--- src/rtl/pll_reset_seq.sv ---
// pll_reset_seq: board-clock reset sequencer.
// Synchronises the PLL lock flag and holds system reset until lock has been
// stable for STABLE_CYCLES cycles. If lock does not arrive within
// LOCK_TIMEOUT cycles, it pulses the PLL reset. If lock drops while
// running, it re-asserts reset and counts the event.
module pll_reset_seq #(
  parameter int unsigned SYNC_STAGES    = 2,
  parameter int unsigned STABLE_CYCLES  = 1024,
  parameter int unsigned LOCK_TIMEOUT   = 65536,
  parameter int unsigned PLL_RST_CYCLES = 16,
  parameter int unsigned CNT_W          = 17
) (
  input  logic       clk,
  input  logic       resetn,
  input  logic       locked,
  output logic       pll_rst,
  output logic       reset_out,
  output logic       ready,
  output logic [7:0] lock_loss_count,
  output logic [3:0] pll_retry_count
);

  typedef enum logic [1:0] {
    WAIT_LOCK = 2'd0,
    STABLE    = 2'd1,
    PLL_RST   = 2'd2,
    RUN       = 2'd3
  } state_t;

  // Terminal counts. Each state compares against its own last value, so the
  // single counter is shared between the timeout, stability and pulse phases.
  localparam logic [CNT_W-1:0] TIMEOUT_LAST = CNT_W'(LOCK_TIMEOUT - 1);
  localparam logic [CNT_W-1:0] STABLE_LAST  = CNT_W'(STABLE_CYCLES - 1);
  localparam logic [CNT_W-1:0] PULSE_LAST   = CNT_W'(PLL_RST_CYCLES - 1);

  state_t                 state;
  logic [CNT_W-1:0]       cnt;
  logic [SYNC_STAGES-1:0] sync;
  logic                   lk;

  // The lock flag comes straight from the PLL analog block, so it is
  // resynchronised here. Only the last stage is visible to the FSM.
  always_ff @(posedge clk or negedge resetn) begin
    if (!resetn) sync <= '0;
    else         sync <= {sync[SYNC_STAGES-2:0], locked};
  end

  assign lk = sync[SYNC_STAGES-1];

  // Sequencer FSM. All outputs are registered, and each output is updated
  // on the same edge as the state change that implies it.
  always_ff @(posedge clk or negedge resetn) begin
    if (!resetn) begin
      state           <= WAIT_LOCK;
      cnt             <= '0;
      pll_rst         <= 1'b0;
      reset_out       <= 1'b1;
      ready           <= 1'b0;
      lock_loss_count <= '0;
      pll_retry_count <= '0;
    end else begin
      case (state)
        WAIT_LOCK: begin
          // Lock takes priority over an expiring timeout.
          if (lk) begin
            cnt   <= '0;
            state <= STABLE;
          end else if (cnt == TIMEOUT_LAST) begin
            cnt     <= '0;
            pll_rst <= 1'b1;
            if (pll_retry_count != 4'hF) pll_retry_count <= pll_retry_count + 4'd1;
            state   <= PLL_RST;
          end else begin
            cnt <= cnt + 1'b1;
          end
        end
        STABLE: begin
          // Any glitch low restarts the whole lock search, including the timeout.
          if (!lk) begin
            cnt   <= '0;
            state <= WAIT_LOCK;
          end else if (cnt == STABLE_LAST) begin
            cnt       <= '0;
            reset_out <= 1'b0;
            ready     <= 1'b1;
            state     <= RUN;
          end else begin
            cnt <= cnt + 1'b1;
          end
        end
        PLL_RST: begin
          // Lock is meaningless while the PLL is held in reset, so it is ignored.
          if (cnt == PULSE_LAST) begin
            cnt     <= '0;
            pll_rst <= 1'b0;
            state   <= WAIT_LOCK;
          end else begin
            cnt <= cnt + 1'b1;
          end
        end
        RUN: begin
          if (!lk) begin
            reset_out <= 1'b1;
            ready     <= 1'b0;
            if (lock_loss_count != 8'hFF) lock_loss_count <= lock_loss_count + 8'd1;
            cnt       <= '0;
            state     <= WAIT_LOCK;
          end
        end
        default: begin
          cnt       <= '0;
          pll_rst   <= 1'b0;
          reset_out <= 1'b1;
          ready     <= 1'b0;
          state     <= WAIT_LOCK;
        end
      endcase
    end
  end

endmodule

--- config.mk ---
export PLATFORM = sky130hd
export DESIGN_NAME = pll_reset_seq
export DESIGN_NICKNAME = d
export VERILOG_FILES = /design/src/rtl/pll_reset_seq.sv
export SDC_FILE = /design/constraint.sdc
export NUM_CORES = 1
export LEC_CHECK = 0
export ABC_CLOCK_PERIOD_IN_PS = 6500
export BUFFER_PORTS_ARGS = -buffer_cell sky130_fd_sc_hd__buf_2
export CAP_MARGIN = 20
export CORE_ASPECT_RATIO = 1.75
export CORE_MARGIN = 4
export CORE_UTILIZATION = 30
export CTS_CLUSTER_SIZE = 12
export DETAILED_ROUTE_END_ITERATION = 10
export SLEW_MARGIN = 20
export SYNTH_ARGS = -nofsm -noshare
export SYNTH_HDL_FRONTEND = slang
export SYNTH_SLANG_ARGS = --single-unit
--- constraint.sdc ---
create_clock -name clk -period 6.5 [get_ports clk]
set_clock_uncertainty 0.1 [all_clocks]
set_input_delay 1.3 -clock clk [delete_from_list [all_inputs] [get_ports clk]]
set_output_delay 1.3 -clock clk [all_outputs]
set_load 0.05 [all_outputs]
==> results_dict.tcl, run 1 <==
set metrics [dict create \
    cts_made_buffers 5 \
    ys_seq_area_share_pct 49.5 \
    critPathArrivalTime_ps 1090 \
    antenna_cells 0 \
    synth_common_cells "dfrtp_1 (35), nand2_1 (19), nor2_1 (14)" \
    path_max_fanout 3 \
    drcViolationCount 0 \
    max_cap_violations 0 \
    power_density_nw_per_um2 315 \
    cpPeakStageDelay_ps 540 \
    avgViaCountPerCell 4.83 \
    finalHoldViolCount 0 \
    setup_ws_ps 4010 \
    multi_input_area_um2 863 \
    design_area_um2 2070 \
    drtPass1Iterations 4 \
    hold_class "flip-flop to flip-flop" \
    status "complete, no violations" \
    dp_cells 265 \
    clk_latency_ps 290 \
    slew_headroom_pct 47.6 \
    cp_cell_sequence "buf_2" \
    cts_hold_buf 0 \
    antenna_left 0 \
    ys_seq_elements 36 \
    postSynthCellCount 175 \
    n_fill_cell 614 \
    hold_ws_ps 254 \
    fin_tns_setup_ps 0 \
    intPower_uw 411 \
    grt_max_degree 37 \
    grtUsageTotal_pct 10.7 \
    p_seq_share_pct 45.3 \
    vias 1318 \
    num_rows 37 \
    fin_crit_sh_pct 38.3 \
    cts_tree "done" \
    drive_gt1_share_pct 21.5 \
    grt_pass1_vias 1326 \
    routed_wl_mm 3.43 \
    cts-resized-gates 0 \
    synth-main-ff-cell "dfrtp_1" \
    path_clk_slew_ps 70 \
    sw_frac_of_total_pct 36.9 \
    setup_violations 0 \
    die_area_um2 7440 \
    cts_root_buffer "clkbuf_8" \
    dpl.hpwl_mm 2.56 \
    worst_setup_path_start_kind "flip-flop" \
    final_cells 273 \
    placed_area_um2 1970 \
    clkPwrFrac_pct 26.8 \
    htreeDepth 2 \
    p_comb_share_pct 27.9 \
    ys_warn_count 0 \
    leakage_nw 0.932 \
    synth_fp_nets 183 \
    place_congestion 0.772 \
    synth_edf_count 0 \
    path_buf_inv 1 \
    rsz0062_at_grt "false" \
    ios 18 \
    synth.area.top_cells "dfrtp_1 (48%), xor2_1 (6.2%), xnor2_1 (5.3%)" \
    core_um2 5880 \
    grt_pass1_wl_mm 6.19 \
    syn_to_final_growth_pct 13.4 \
    p_total_uw 651 \
    fmax_mhz 401 \
    post-route-min-period_ps 2490 \
    slew_violations 0 \
    wl_per_cell_um 12.6 \
    place_ws_ps 4120 \
    antenna_found_initial 0 \
    ys_types 40 \
    endpoint_kind "output pin" \
    top_usage_layer "met2" \
    die_width_um 66.9 \
    synth_most_common_cell "dfrtp_1" \
    tightest_slew_ps 785 \
    drt_iter0_markers 22 \
    vdd_drop_max_mv 0.201 \
    async_flop_share_pct 100 \
    start_util_pct 31.0 \
    switchingPower_uw 241 \
    grt.met3_usage_pct 2.33 \
    synth_largest_area_cell "dfrtp_1" \
    syn_area_per_cell_um2 10.4 \
    io_buffer_count 17 \
    cts_setup_buffers 0 \
    synth_area_um2 1820 \
    yosys.area.top_type_share_pct 48.0 \
    crit_family "flip-flops" \
    fp.dieH_um 111 \
    grt-ovfl-total 0 \
    ctsLongestPathBuffers 2 \
    post-route-util_pct 35.2 \
    cts_sinks 36 \
    crit_required_ps 5100 \
    critPathKind "flip-flop to output pin" \
    finish.net_count 202 \
    final-seq-area_um2 902 \
    grt_use_met2_pct 18.6 \
    gr-usage-met1_pct 12.2 \
    crit_slowest_cell "dfstp_2" \
]
-- metal layers --
layer | share of wire, % | routed length, um | vias up
met5 | 0 | 0 | -
met2 | 55 | 1900 | 15
met4 | 2.3 | 78 | 0
li1 | - | - | 636
met1 | 40 | 1370 | 661
met3 | 2.4 | 84 | 6
-- final timing paths --
| path | startpoint | cells past startpoint | slack [ps] | end |
|---|---|---|---|---|
| setup / recovery | reset_out | 1 | 4010 | reset_out |
| hold / removal | sync[0] | 0 | 250 | sync[1] |
| setup reg to reg | cnt[4] | 8 | 4110 | cnt[2] |
| hold reg to reg | sync[0] | 0 | 250 | sync[1] |
| max in group asynchronous | resetn | 1 | 4810 | lock_loss_count[7] |
| min in group asynchronous | resetn | 1 | 990 | cnt[13] |
-- cell usage in the layout (no fill, tap or decap), drive strengths merged, types with 2 or more instances in the layout --
master	netlist	final
nor2	24	24
ha	5	5
mux2i	2	2
buf	4	17
nand4	7	7
o31a	2	2
nand2b	2	2
nand3	7	7
dfrtp	35	35
inv	5	5
nor3	10	10
nor2b	2	2
xnor2	11	11
clkbuf	1	8
nor4	2	2
nand2	19	19
o21ai	2	2
a31oi	3	3
and3	5	5
xor2	13	13
-- cell type report --
cell class	count	share of cell area (%)
Sequential cell	36	43.6
Timing Repair Buffer	17	4.12
Tap cell	78	4.72
Clock buffer	8	4.84
Inverter	5	0.908
Multi-Input combinational cell	129	41.8
-- sequential cells by signal (all words and copies together), names as in the netlist --
signal           flops
pll_retry_count      4
reset_out            1
state                2
sync                 2
lock_loss_count      8
cnt                 17
ready                1
pll_rst              1
-- logic make-up (layout without fill, tap and decap cells) --
| logic type | Yosys count | after routing | share of synthesized area, % |
|---|---|---|---|
| AND/OR/NAND/NOR | 80 | 80 | 22.8 |
| flip-flops | 36 | 36 | 49.5 |
| XOR/XNOR | 24 | 24 | 11.5 |
| AO/OA/AOI/OAI | 17 | 17 | 7.89 |
| buffers and inverters | 10 | 30 | 3.16 |
| adder cells (fa/ha/maj) | 5 | 5 | 3.43 |
| multiplexers | 3 | 3 | 1.72 |
-- power groups by stage --
stage,registers [mW],clock network [mW],logic [mW]
final,0.295,0.174,0.182
after global routing,0.303,0.189,0.200
after CTS,0.296,0.179,0.186
after detailed placement,0.300,0,0.186
after global placement,0.299,0,0.184
after floorplan,0.333,0,0.122
No activity file was read; power rests on OpenSTA's default activity.
==> run 2, diff against run 1 <==
--- a/config.mk
+++ b/config.mk
@@ -5,7 +5,8 @@
 export SDC_FILE = /design/constraint.sdc
 export NUM_CORES = 1
 export LEC_CHECK = 0
-export ABC_CLOCK_PERIOD_IN_PS = 6500
+export ABC_AREA = 1
+export ABC_CLOCK_PERIOD_IN_PS = 2500
 export BUFFER_PORTS_ARGS = -buffer_cell sky130_fd_sc_hd__buf_2
 export CAP_MARGIN = 20
 export CORE_ASPECT_RATIO = 1.75
==> constraint.sdc (replaced) <==
create_clock -name clk -period 2.5 [get_ports clk]
set_clock_uncertainty 0.1 [all_clocks]
set_input_delay 0.5 -clock clk [delete_from_list [all_inputs] [get_ports clk]]
set_output_delay 0.5 -clock clk [all_outputs]
set_load 0.05 [all_outputs]
==> run 2 against run 1 <==
Sequential power up 140%. Wire length up 15%. Hold slack worse by 62 ps. Via count up 24%. Die area up 10%.
==> results_dict.tcl, run 2 <==
set metrics [dict create \
    status "complete, no violations" \
    cts_setup_buffers 0 \
    io_buffer_count 17 \
    top_register "cnt" \
    critPathKind "flip-flop to flip-flop" \
    ios 18 \
    antenna_found_initial 0 \
    cp_cell_sequence "ha_1 > nand3_1 > nor2_2 > and3_1 > ha_1 > inv_1 > nand2_1 > nand2_1 > inv_2 > nand3_4 > inv_1 > nor2_1" \
    ys_warn_count 0 \
    timing.rr.start "cnt[1]" \
    path_max_fanout 13 \
    worst_setup_path_start_kind "flip-flop" \
    multi_input_area_um2 897 \
    reg_top3 "cnt: 17 flops, lock_loss_count: 8 flops, pll_retry_count: 4 flops" \
    wl_per_cell_um 10.6 \
    synth_most_common_cell "nand2_1" \
    finish.net_count 297 \
    sw_frac_of_total_pct 35.4 \
    clkPwrFrac_pct 34.3 \
    drt_iter0_markers 24 \
    crit_path_start "cnt[1]" \
    path_buf_inv 3 \
    synth.area.top_cells "dfrtp_1 (43%), nand2_1 (14%), inv_1 (9.5%)" \
    layout.cells.most_common "nand2_1" \
    start_util_pct 31.0 \
    p_comb_share_pct 26.7 \
    grt_pass1_wl_mm 7.03 \
    critPathArrivalTime_ps 2200 \
    intPower_mw 1.18 \
    endpoint_kind "flip-flop" \
    routed_wl_mm 3.96 \
    ys_seq_elements 36 \
    postSynthCellCount 266 \
    crit_slowest_cell "dfrtp_1" \
    slew_headroom_pct 48.9 \
    dpl.hpwl_mm 3.12 \
    final-seq-area_um2 902 \
    grt_pass1_vias 1676 \
    cts_tree "done" \
    ys_types 27 \
    drtPass1Iterations 4 \
    grtUsageTotal_pct 11.1 \
    avgViaCountPerCell 4.41 \
    fmax_mhz 470 \
    post-route-min-period_ps 2130 \
    rsz0062_at_grt "false" \
    fin_tns_setup_ps 0 \
    design_area_um2 2350 \
    drive_gt1_share_pct 15.5 \
    fp.dieH_um 117 \
    die_width_um 70.1 \
    p_total_mw 1.83 \
    antenna_left 0 \
    setup_violations 0 \
    n_fill_cell 735 \
    path_clk_slew_ps 60 \
    synth_common_cells "nand2_1 (73), inv_1 (51), dfrtp_1 (35)" \
    grt-ovfl-total 0 \
    slew_violations 0 \
    synth_area_um2 2020 \
    clk_latency_ps 280 \
    ctsLongestPathBuffers 2 \
    synth_edf_count 0 \
    cts_root_buffer "clkbuf_16" \
    synth_fp_nets 274 \
    drcViolationCount 0 \
    final_cell_mix "nand2_1 (73), inv_1 (51), dfrtp_1 (35), nor2_1 (27), nand3_1 (19)" \
    crit_family "simple AND/OR/NAND/NOR gates" \
    synth_largest_area_cell "dfrtp_1" \
    grt_max_degree 37 \
    synth-main-ff-cell "dfrtp_1" \
    cts_hold_buf 0 \
    yosys.area.top_type_share_pct 43.3 \
    largest_register_ffs 17 \
    core_um2 6540 \
    ys_seq_area_share_pct 44.6 \
    cts_made_buffers 5 \
    max_cap_violations 0 \
    fin_crit_sh_pct 85.1 \
    finalHoldViolCount 0 \
    leakage_nw 1.37 \
    cts_sinks 36 \
    async_flop_share_pct 100 \
    htreeDepth 2 \
    cts-resized-gates 0 \
    switchingPower_uw 648 \
    vias 1640 \
    power_density_nw_per_um2 780 \
    antenna_cells 0 \
    tightest_slew_ps 767 \
    placed_area_um2 2200 \
    p_seq_share_pct 39.0 \
    syn_area_per_cell_um2 7.61 \
    vdd_drop_max_mv 0.594 \
    hold_class "primary input to async pin" \
    die_area_um2 8180 \
    num_rows 39 \
    cpPeakStageDelay_ps 360 \
    syn_to_final_growth_pct 16.1 \
    crit_required_ps 2570 \
    place_congestion 0.820 \
]
[run 2: cell count changes after synthesis, moves of 4 or more]
cell and change:
nand2_1 +54, inv_1 +46, nand3_1 +13, nor2_1 +13
nor3_1 -8, nand2_2 +5, nor2_2 -5, xnor2_1 -5
xor2_1 -5, inv_2 +4
[run 2: layer usage]
| metal | share of wire (%) | up-vias | track usage [%] |
|---|---|---|---|
| li1 | - | 843 | - |
| met1 | 37 | 771 | 9.52 |
| met4 | 2.7 | 0 | 7.16 |
| met3 | 2.8 | 7 | 2.67 |
| met5 | 0 | - | 0 |
| met2 | 57 | 19 | 22.2 |
[run 2: final timing paths]
check                                      to  slack [ps]  cells after the start
setup / recovery                      cnt[13]         370                     12
hold / removal             pll_retry_count[3]         190                      1
setup reg to reg                      cnt[13]         370                     12
hold reg to reg                       sync[1]         260                      0
max in group asynchronous            state[0]        1630                      1
min in group clk                      sync[0]         220                      1
[run 2: area by class of cell]
class,count,share of cell area (%)
sequential,36,38.4
multi-input combinational,173,38.2
inverter,55,8.79
clock buffer,6,5.91
tap,82,4.37
timing repair buffer,18,3.94
clock inverter,2,0.426
[run 2: power groups by stage]
stage	Clock, mW	Sequential, mW	Combinational [mW]
after floorplan	0	0.815	0.310
after global placement	0	0.721	0.491
after detailed placement	0	0.723	0.498
after CTS	0.643	0.714	0.499
after global routing	0.677	0.725	0.555
final	0.628	0.714	0.490
[run 2: cell families after synthesis]
logic type      after synthesis  share of synthesized area, %
compound gates                9                          2.35
mux                           2                          1.05
buf+inv                      57                          11.1
fa+ha+maj                     5                          3.09
xor+xnor                     14                          6.06
flops                        36                          44.6
simple gates                143                          31.8
[run 2: metrics by stage]
stage,hold WS (ps),util [%],setup WS (ps),instances
2_1_floorplan,104,-,607,266
3_3_place_gp,241,33.7,426,364
3_5_place_dp,246,33.7,381,364
4_1_cts,218,35.9,353,372
5_1_grt,221,35.9,88.0,372
6_report,192,35.9,373,372
